--- src/rtl/imm_ext_pipe_ctrl.sv ---
// Decode-stage controller: classifies the opcode, builds the extended immediate and
// holds up to two decoded entries (main + skid) toward the execute stage.
module imm_ext_pipe_ctrl #(
    parameter int              XLEN        = 32,
    parameter logic [XLEN-1:0] ILLEGAL_IMM = 32'hFFFF_FFFF
) (
    input  logic            clk,
    input  logic            rst,
    input  logic            in_valid,
    output logic            in_ready,
    input  logic [31:0]     in_inst,
    input  logic [XLEN-1:0] in_pc,
    input  logic            flush,
    output logic            out_valid,
    input  logic            out_ready,
    output logic [31:0]     out_inst,
    output logic [XLEN-1:0] out_pc,
    output logic [5:0]      out_extop,
    output logic [XLEN-1:0] out_imm,
    output logic            out_illegal
);

    localparam logic [5:0] EXT_SHAMT = 6'b100000;
    localparam logic [5:0] EXT_I     = 6'b010000;
    localparam logic [5:0] EXT_S     = 6'b001000;
    localparam logic [5:0] EXT_B     = 6'b000100;
    localparam logic [5:0] EXT_U     = 6'b000010;
    localparam logic [5:0] EXT_J     = 6'b000001;
    localparam logic [5:0] EXT_NONE  = 6'b000000;

    typedef enum logic [1:0] {
        EMPTY = 2'd0,
        ONE   = 2'd1,
        FULL  = 2'd2
    } state_t;

    typedef struct packed {
        logic [31:0]     inst;
        logic [XLEN-1:0] pc;
        logic [5:0]      extop;
        logic [XLEN-1:0] imm;
        logic            illegal;
    } entry_t;

    state_t state_reg, state_next;
    entry_t main_reg, skid_reg, dec_entry;
    logic   load_main, load_skid, main_from_skid;
    logic   accept, drain;

    logic [6:0]         opcode;
    logic [2:0]         funct3;
    logic signed [31:0] imm32;

    assign opcode = in_inst[6:0];
    assign funct3 = in_inst[14:12];

    // Immediate is formed at 32 bits, then sign-extended to XLEN.
    always_comb begin
        dec_entry         = '0;
        dec_entry.inst    = in_inst;
        dec_entry.pc      = in_pc;
        imm32             = '0;
        dec_entry.extop   = EXT_NONE;
        dec_entry.illegal = 1'b0;
        case (opcode)
            7'b0010011: begin
                if (funct3 == 3'b001 || funct3 == 3'b101) begin
                    dec_entry.extop = EXT_SHAMT;
                    imm32           = {27'd0, in_inst[24:20]};
                end else begin
                    dec_entry.extop = EXT_I;
                    imm32           = {{20{in_inst[31]}}, in_inst[31:20]};
                end
            end
            7'b0000011, 7'b1100111: begin
                dec_entry.extop = EXT_I;
                imm32           = {{20{in_inst[31]}}, in_inst[31:20]};
            end
            7'b0100011: begin
                dec_entry.extop = EXT_S;
                imm32           = {{20{in_inst[31]}}, in_inst[31:25], in_inst[11:7]};
            end
            7'b1100011: begin
                dec_entry.extop = EXT_B;
                imm32           = {{19{in_inst[31]}}, in_inst[31], in_inst[7],
                                   in_inst[30:25], in_inst[11:8], 1'b0};
            end
            7'b0110111, 7'b0010111: begin
                dec_entry.extop = EXT_U;
                imm32           = {in_inst[31:12], 12'd0};
            end
            7'b1101111: begin
                dec_entry.extop = EXT_J;
                imm32           = {{11{in_inst[31]}}, in_inst[31], in_inst[19:12],
                                   in_inst[20], in_inst[30:21], 1'b0};
            end
            7'b0110011: begin
                dec_entry.extop = EXT_NONE;
                imm32           = '0;
            end
            default: begin
                dec_entry.extop   = EXT_NONE;
                dec_entry.illegal = 1'b1;
            end
        endcase
        dec_entry.imm = dec_entry.illegal ? ILLEGAL_IMM : XLEN'(imm32);
    end

    assign in_ready  = (state_reg != FULL);
    assign out_valid = (state_reg != EMPTY);
    assign accept    = in_valid && in_ready;
    assign drain     = out_valid && out_ready;

    always_comb begin
        state_next     = state_reg;
        load_main      = 1'b0;
        load_skid      = 1'b0;
        main_from_skid = 1'b0;
        if (flush) begin
            // Incoming transfer is dropped; a simultaneous drain is simply consumed.
            state_next = EMPTY;
        end else begin
            case (state_reg)
                EMPTY: begin
                    if (accept) begin
                        state_next = ONE;
                        load_main  = 1'b1;
                    end
                end
                ONE: begin
                    if (accept && drain) begin
                        load_main = 1'b1;
                    end else if (accept) begin
                        state_next = FULL;
                        load_skid  = 1'b1;
                    end else if (drain) begin
                        state_next = EMPTY;
                    end
                end
                FULL: begin
                    if (drain) begin
                        state_next     = ONE;
                        load_main      = 1'b1;
                        main_from_skid = 1'b1;
                    end
                end
                default: state_next = EMPTY;
            endcase
        end
    end

    always_ff @(posedge clk) begin
        if (rst) begin
            state_reg <= EMPTY;
            main_reg  <= '0;
            skid_reg  <= '0;
        end else begin
            state_reg <= state_next;
            if (load_main) main_reg <= main_from_skid ? skid_reg : dec_entry;
            if (load_skid) skid_reg <= dec_entry;
        end
    end

    assign out_inst    = main_reg.inst;
    assign out_pc      = main_reg.pc;
    assign out_extop   = main_reg.extop;
    assign out_imm     = main_reg.imm;
    assign out_illegal = main_reg.illegal;

endmodule
--- config.mk ---
export PLATFORM = sky130hd
export DESIGN_NAME = imm_ext_pipe_ctrl
export DESIGN_NICKNAME = d
export VERILOG_FILES = /design/src/rtl/imm_ext_pipe_ctrl.sv
export SDC_FILE = /design/constraint.sdc
export NUM_CORES = 1
export LEC_CHECK = 0
export ABC_AREA = 1
export ABC_CLOCK_PERIOD_IN_PS = 1900
export CAP_MARGIN = 20
export CORE_UTILIZATION = 50
export CTS_CLUSTER_DIAMETER = 60
export CTS_CLUSTER_SIZE = 14
export DETAILED_ROUTE_END_ITERATION = 16
export HOLD_SLACK_MARGIN = 0.08
export PLACE_DENSITY_LB_ADDON = 0.08
export SLEW_MARGIN = 20
export SYNTH_ARGS = -nofsm -noshare
export SYNTH_HDL_FRONTEND = slang
export SYNTH_SLANG_ARGS = --single-unit
--- constraint.sdc ---
create_clock -name clk -period 1.9 [get_ports clk]
set_clock_uncertainty 0.2 [all_clocks]
set_input_delay 0.38 -clock clk [delete_from_list [all_inputs] [get_ports clk]]
set_output_delay 0.38 -clock clk [all_outputs]
set_load 0.1 [all_outputs]
After elaboration in Yosys (flattened, before gate mapping)
Cells that the tools add are included.
- logic and storage cells: 63
- input port bits: 69
- flip-flop bits (word level): 208
- muxes and demuxes: 23
- reductions and logical operators: 11
- equal/unequal tests: 18
- operators with widths (cell ; count):
    32-bit case mux with 6 select lines ; 1
    103-bit two-way mux ; 1
    32-bit two-way mux ; 2
    6-bit case mux with 6 select lines ; 1
    7-bit by 6-bit == test with 1-bit output (second input constant) ; 3
    7-bit == test (second input constant) ; 3
    7-bit by 5-bit == test with 1-bit output (second input constant) ; 2
    1-bit two-way mux ; 10
    2-bit two-way mux ; 5
    9-bit OR reduction ; 1
    2-bit != test (second input constant) ; 4
    7-bit by 2-bit == test with 1-bit output (second input constant) ; 1
    6-bit two-way mux ; 1
    2-bit case mux with 3 select lines ; 1
    2-bit OR reduction ; 3
    4-bit AND reduction ; 1
    3-bit by 1-bit == test with 1-bit output (second input constant) ; 1
    3-bit == test (second input constant) ; 1
    1-bit logical AND ; 3
    3-bit != test (second input constant) ; 1
    1-bit case mux with 3 select lines ; 1
    2-bit by 1-bit == test with 1-bit output (second input constant) ; 1
    2-bit == test (second input constant) ; 1
    2-bit zero test ; 1
    2 further kinds ; 2

Depth between registers and ports, before layout
- depth in word-level cells: 6
- mapped depth: 12
- gate-level depth less buffers: 11

Worst setup path after synthesis
Ideal clock, no wire load.
- path type: flip-flop to flip-flop
- start point: register state_reg[1]
- end point: register skid_reg[95] (netlist bit)
- stages on the path, launching flop included: 10
- clock period less this slack: 1.944 ns
- setup time: 0.117 ns
- arrival: 1.627 ns
- data required time: 1.583 ns
- slack: -0.044 ns
- cells stage by stage: dfxtp_1 > nor2_1 > inv_2 > a21oi_1 > nand2_2 > inv_2 > buf_4 > buf_4 > nor2_1 > nor2_1
- cells in the longest elaborated chain, start to end: 6
- elaborated cells on any way between the ends: 10
- ends and longest elaborated chain (what ; RTL line ; RTL):
    start: declaration ; 45 ; state_t state_reg, state_next;
    start signal: assignment ; 158 ; state_reg <= state_next;
    2-bit nonzero test ; 110 ; assign out_valid = (state_reg != EMPTY);
    named net out_valid ; 14 ; output logic out_valid,
    1-bit logical AND ; 112 ; assign drain = out_valid && out_ready;
    1-bit logical AND ; 131 ; if (accept && drain) begin
    1-bit two-way mux ; 131 ;
    1-bit two-way mux ; 123 ; case (state_reg)
    1-bit two-way mux ; 119 ; if (flush) begin
    end signal: assignment ; 160 ; if (load_skid) skid_reg <= dec_entry;
    end: declaration ; 46 ; entry_t main_reg, skid_reg, dec_entry;
The timed path passes the listed nets, and every way through them passes these cells.
A chain may end at the register's enable or synchronous reset.

Final worst setup path
- start point: register state_reg[1]
- end point: register skid_reg[28] (netlist bit)
- cells in the longest elaborated chain, start to end: 6
- elaborated cells on any way between the ends: 10
- ends and longest elaborated chain (what ; RTL line):
    2-bit != test or 2-bit nonzero test (tied branches) ; 109, 110
    1-bit logical AND, on equally long branches ; 111, 112
    1-bit two-way mux or 1-bit logical AND (tied branches) ; 133, 131
    1-bit two-way mux ; 131
    1-bit two-way mux (*) ; 123
    1-bit two-way mux (*) ; 119
Every way passes the cells marked *; elsewhere a longest branch is shown, timed or not.

==> summary.md <==
| Metric | Value |
|---|---|
| Run status | `complete, no violations` |
| GPL Wtd Cong | `0.8935` |
| Critical R2R Capture | `skid_reg[28]$_SDFFE_PP0P_` |
| Final worst setup slack | `9.286 ps` |
| Post-synth cell types | `26` |
| Cells after synthesis | `1252` |
| Net Count, Synth | `1321` |
| Ys flop type | `dfxtp_1` |
| Max Clk Rate | `528.9 MHz` |
| Clock-pin slew on the worst setup and hold paths | `70 ps` |
| Worst r2r path cells | `9` |
| Initial antenna violation count | `0` |
| Post-synth top area share | `46.34%` |
| First-pass GRT wire length | `42.72 mm` |
| Worst Hold End | `out_inst[3]$_SDFFE_PP0P_` |
| Ys async rst share | `0%` |
| All-Layer GR Usage | `28.71%` |
| H-tree Lvls | `1` |
| R2R Path Start | `state_reg[1]$_SDFFE_PP0P_` |
| Worst endpoint data arrival time | `2060 ps` |
| #FFs+latches synth | `208` |
| Final instance area | `13350 sq um` |
| Synthesis-to-layout area growth | `48.61%` |
| P per Cell Area | `815.5 nW/um^2` |
| Grt ovf | `0` |
| EDFF count, synth | `0` |
| Port bufs | `173` |
| CP Launch Type | `register` |
| Max FO, Critical Path | `7` |
| Drt total wl | `27.94 mm` |
| Fin nets | `1514` |
| Placed Instances | `1637` |
| Wirelength per Cell | `16.71 um` |
| Maxcap violations | `0` |
| Synth top area cells | `dfxtp_1 (46%), o21ai_0 (11%), nand2_1 (11%), nor2_1 (7.5%), a21oi_1 (4.9%)` |
| Worst rel slew slack | `78.07%` |
| Layout cell share with drive strength beyond 1 | `21.29%` |
| Peak VDD IR | `0.8224 mV` |
| R2R setup slack | `9 ps` |
| Sequential share of the synthesized area | `46.34%` |
| Fin crit period | `1891 ps` |
| Post-Route M1 WL | `11.59 mm` |
| Residual DRC | `0` |
| Clk Latency, worst-skew pair | `490 ps` |
| Number of global-route vias before repair | `8656` |
| Detailed Routing Iterations Pass 1 | `5` |
| RSZ-0062 raised after global routing | `true` |
| Initial Utilization | `51.59%` |
| Row cnt | `48` |
| Ys Warns | `0` |
| Largest net degree at the start of global routing | `61` |
| DRT iter0 DRCs | `679` |
| Setup CP Type | `register to register` |
| Leakage power | `5.722 nW` |
| Vias/cell | `5.609` |
| Core area | `17420 sq um` |
| Die Span Y | `136.1 um` |
| Crit share post-route | `99.51%` |
| Post-DP HPWL | `17.97 mm` |
| Synth top cells by count | `nand2_1 (252), dfxtp_1 (208), o21ai_0 (206)` |
| Worst hold path cell count | `3` |
| TritonCTS buffer count | `19` |
| Hold Crit Class | `input pin to register` |
| Met2 wire len | `13.42 mm` |
| Hold WS | `55.66 ps` |
| Count leader, synth | `nand2_1` |
| Hold Violations, Final | `0` |
| Die ar. | `18510 sq um` |
| Die Wd | `136.1 um` |
| DP Worst Slack | `-551.0 ps` |
| Syn Std Cell Area | `8985 sq um` |
| Top routing layer used | `met4` |
| CTS Sinks | `208` |
| Clock Path Buffers | `3` |
| Via count | `9379` |
| IO Pins | `174` |
| Min-delay src | `in_inst[3]` |
| Diode count | `0` |
| Setup TNS | `0 ps` |
| Area of placed instances | `12500 sq um` |
| Crit. End Element | `register` |
| Largest area contributor in the netlist | `dfxtp_1` |
| Clk root buf | `clkbuf_16` |
| Max FFs per register | `103` |
| ANT nets after route | `0` |
| Req. time, crit path | `2070 ps` |
| Slew @ Worst Pin | `327.9 ps` |
| Layout Cells excl Fill | `1672` |
| Syn avg cell area | `7.176 sq um` |
| CTS tree | `done` |
| Final setup violating endpoints | `0` |
| Wire length on met3 | `1.816 mm` |
| Max Slew Vio Count | `0` |
-- metal layers --
layer | track usage [%] | up-vias
met5 | 0 | -
met4 | 13.83 | 0
met3 | 4.251 | 80
met2 | 47.77 | 377
met1 | 36.31 | 4370
li1 | - | 4552
-- timing repair --
item / 4_1_cts / 5_1_grt
hold buffers: 0 / 2
cloned: 0 / 6
buffers inserted: 0 / 4
endpoints found under the setup margin: 15 / 155
resized for setup: 6 / 51
pin swaps: 3 / 8
hold endpoints to repair: 0 / 1
-- power breakdown --
part	switching (mW)	leakage [nW]	internal, mW
Sequential	0.195	1.70	4.57
Combinational	1.73	3.78	1.00
Clock	1.60	0.244	1.80
-- critical path, cell delays in order (launching register included) --
cell and delay [ps]:
dfxtp_2 340, buf_6 130, nor2_2 80, nand2_1 80
a21oi_2 120, nand2_2 140, buf_6 160, nor2_4 250
clkbuf_16 230, a21oi_2 60
-- through the flow --
| step | power, mW | utilization, % |
|---|---|---|
| after detailed placement | 7.517 | 71.80 |
| after global placement | 7.492 | 71.80 |
| after global routing | 11.25 | 76.67 |
| final | 10.89 | 76.67 |
| after floorplan | 6.365 | - |
| after CTS | 10.90 | 74.73 |
-- cell usage in the layout (no fill, tap or decap), types with 4 or more instances in the layout --
master           count
nor2_1             172
nand2_2              9
a31oi_1             64
buf_4               68
nor2_4               6
o21ai_1              5
a21oi_2             11
a21oi_1             77
dfxtp_1            206
nand3_2              4
buf_6                6
inv_1               22
dlymetal6s2s_1       5
inv_2                6
clkdlybuf4s50_1     61
buf_12             124
clkbuf_16           23
nand3_1             59
nand2_1            246
nand4_1              9
or2_2               27
nor2_2               6
o21ai_0            204
-- cell families after synthesis --
kind of cell,synth area share [%]
DFF,46.34
and+or+nand+nor,25.69
AOI/OAI and AO/OA,21.25
buffers and inverters,6.712
-- final cells by class --
type | count | area [sq um]
clock buffer | 20 | 479.2
clock inverter | 3 | 21.27
fill | 1312 | 4064
inverter | 33 | 143.9
multi-input combinational | 908 | 4327
sequential | 208 | 4169
tap | 225 | 281.5
timing repair buffer | 274 | 3926
timing repair inverter | 1 | 5.005
-- how the worst max path moves through the flow --
stage	start	to	slack, ps	cells past startpoint
after floorplan	state_reg[1]$_SDFFE_PP0P_	skid_reg[77]$_SDFFE_PP0P_	10	8
after global placement	in_inst[1]	out_imm[20]$_SDFFE_PP0P_	-510	12
after detailed placement	in_inst[1]	out_imm[20]$_SDFFE_PP0P_	-550	12
after CTS	in_inst[2]	out_imm[21]$_SDFFE_PP0P_	2	12
after global routing	state_reg[1]$_SDFFE_PP0P_	skid_reg[28]$_SDFFE_PP0P_	-40	9
final	state_reg[1]$_SDFFE_PP0P_	skid_reg[28]$_SDFFE_PP0P_	9	9
Note: power is estimated with default switching activity, not from simulation.
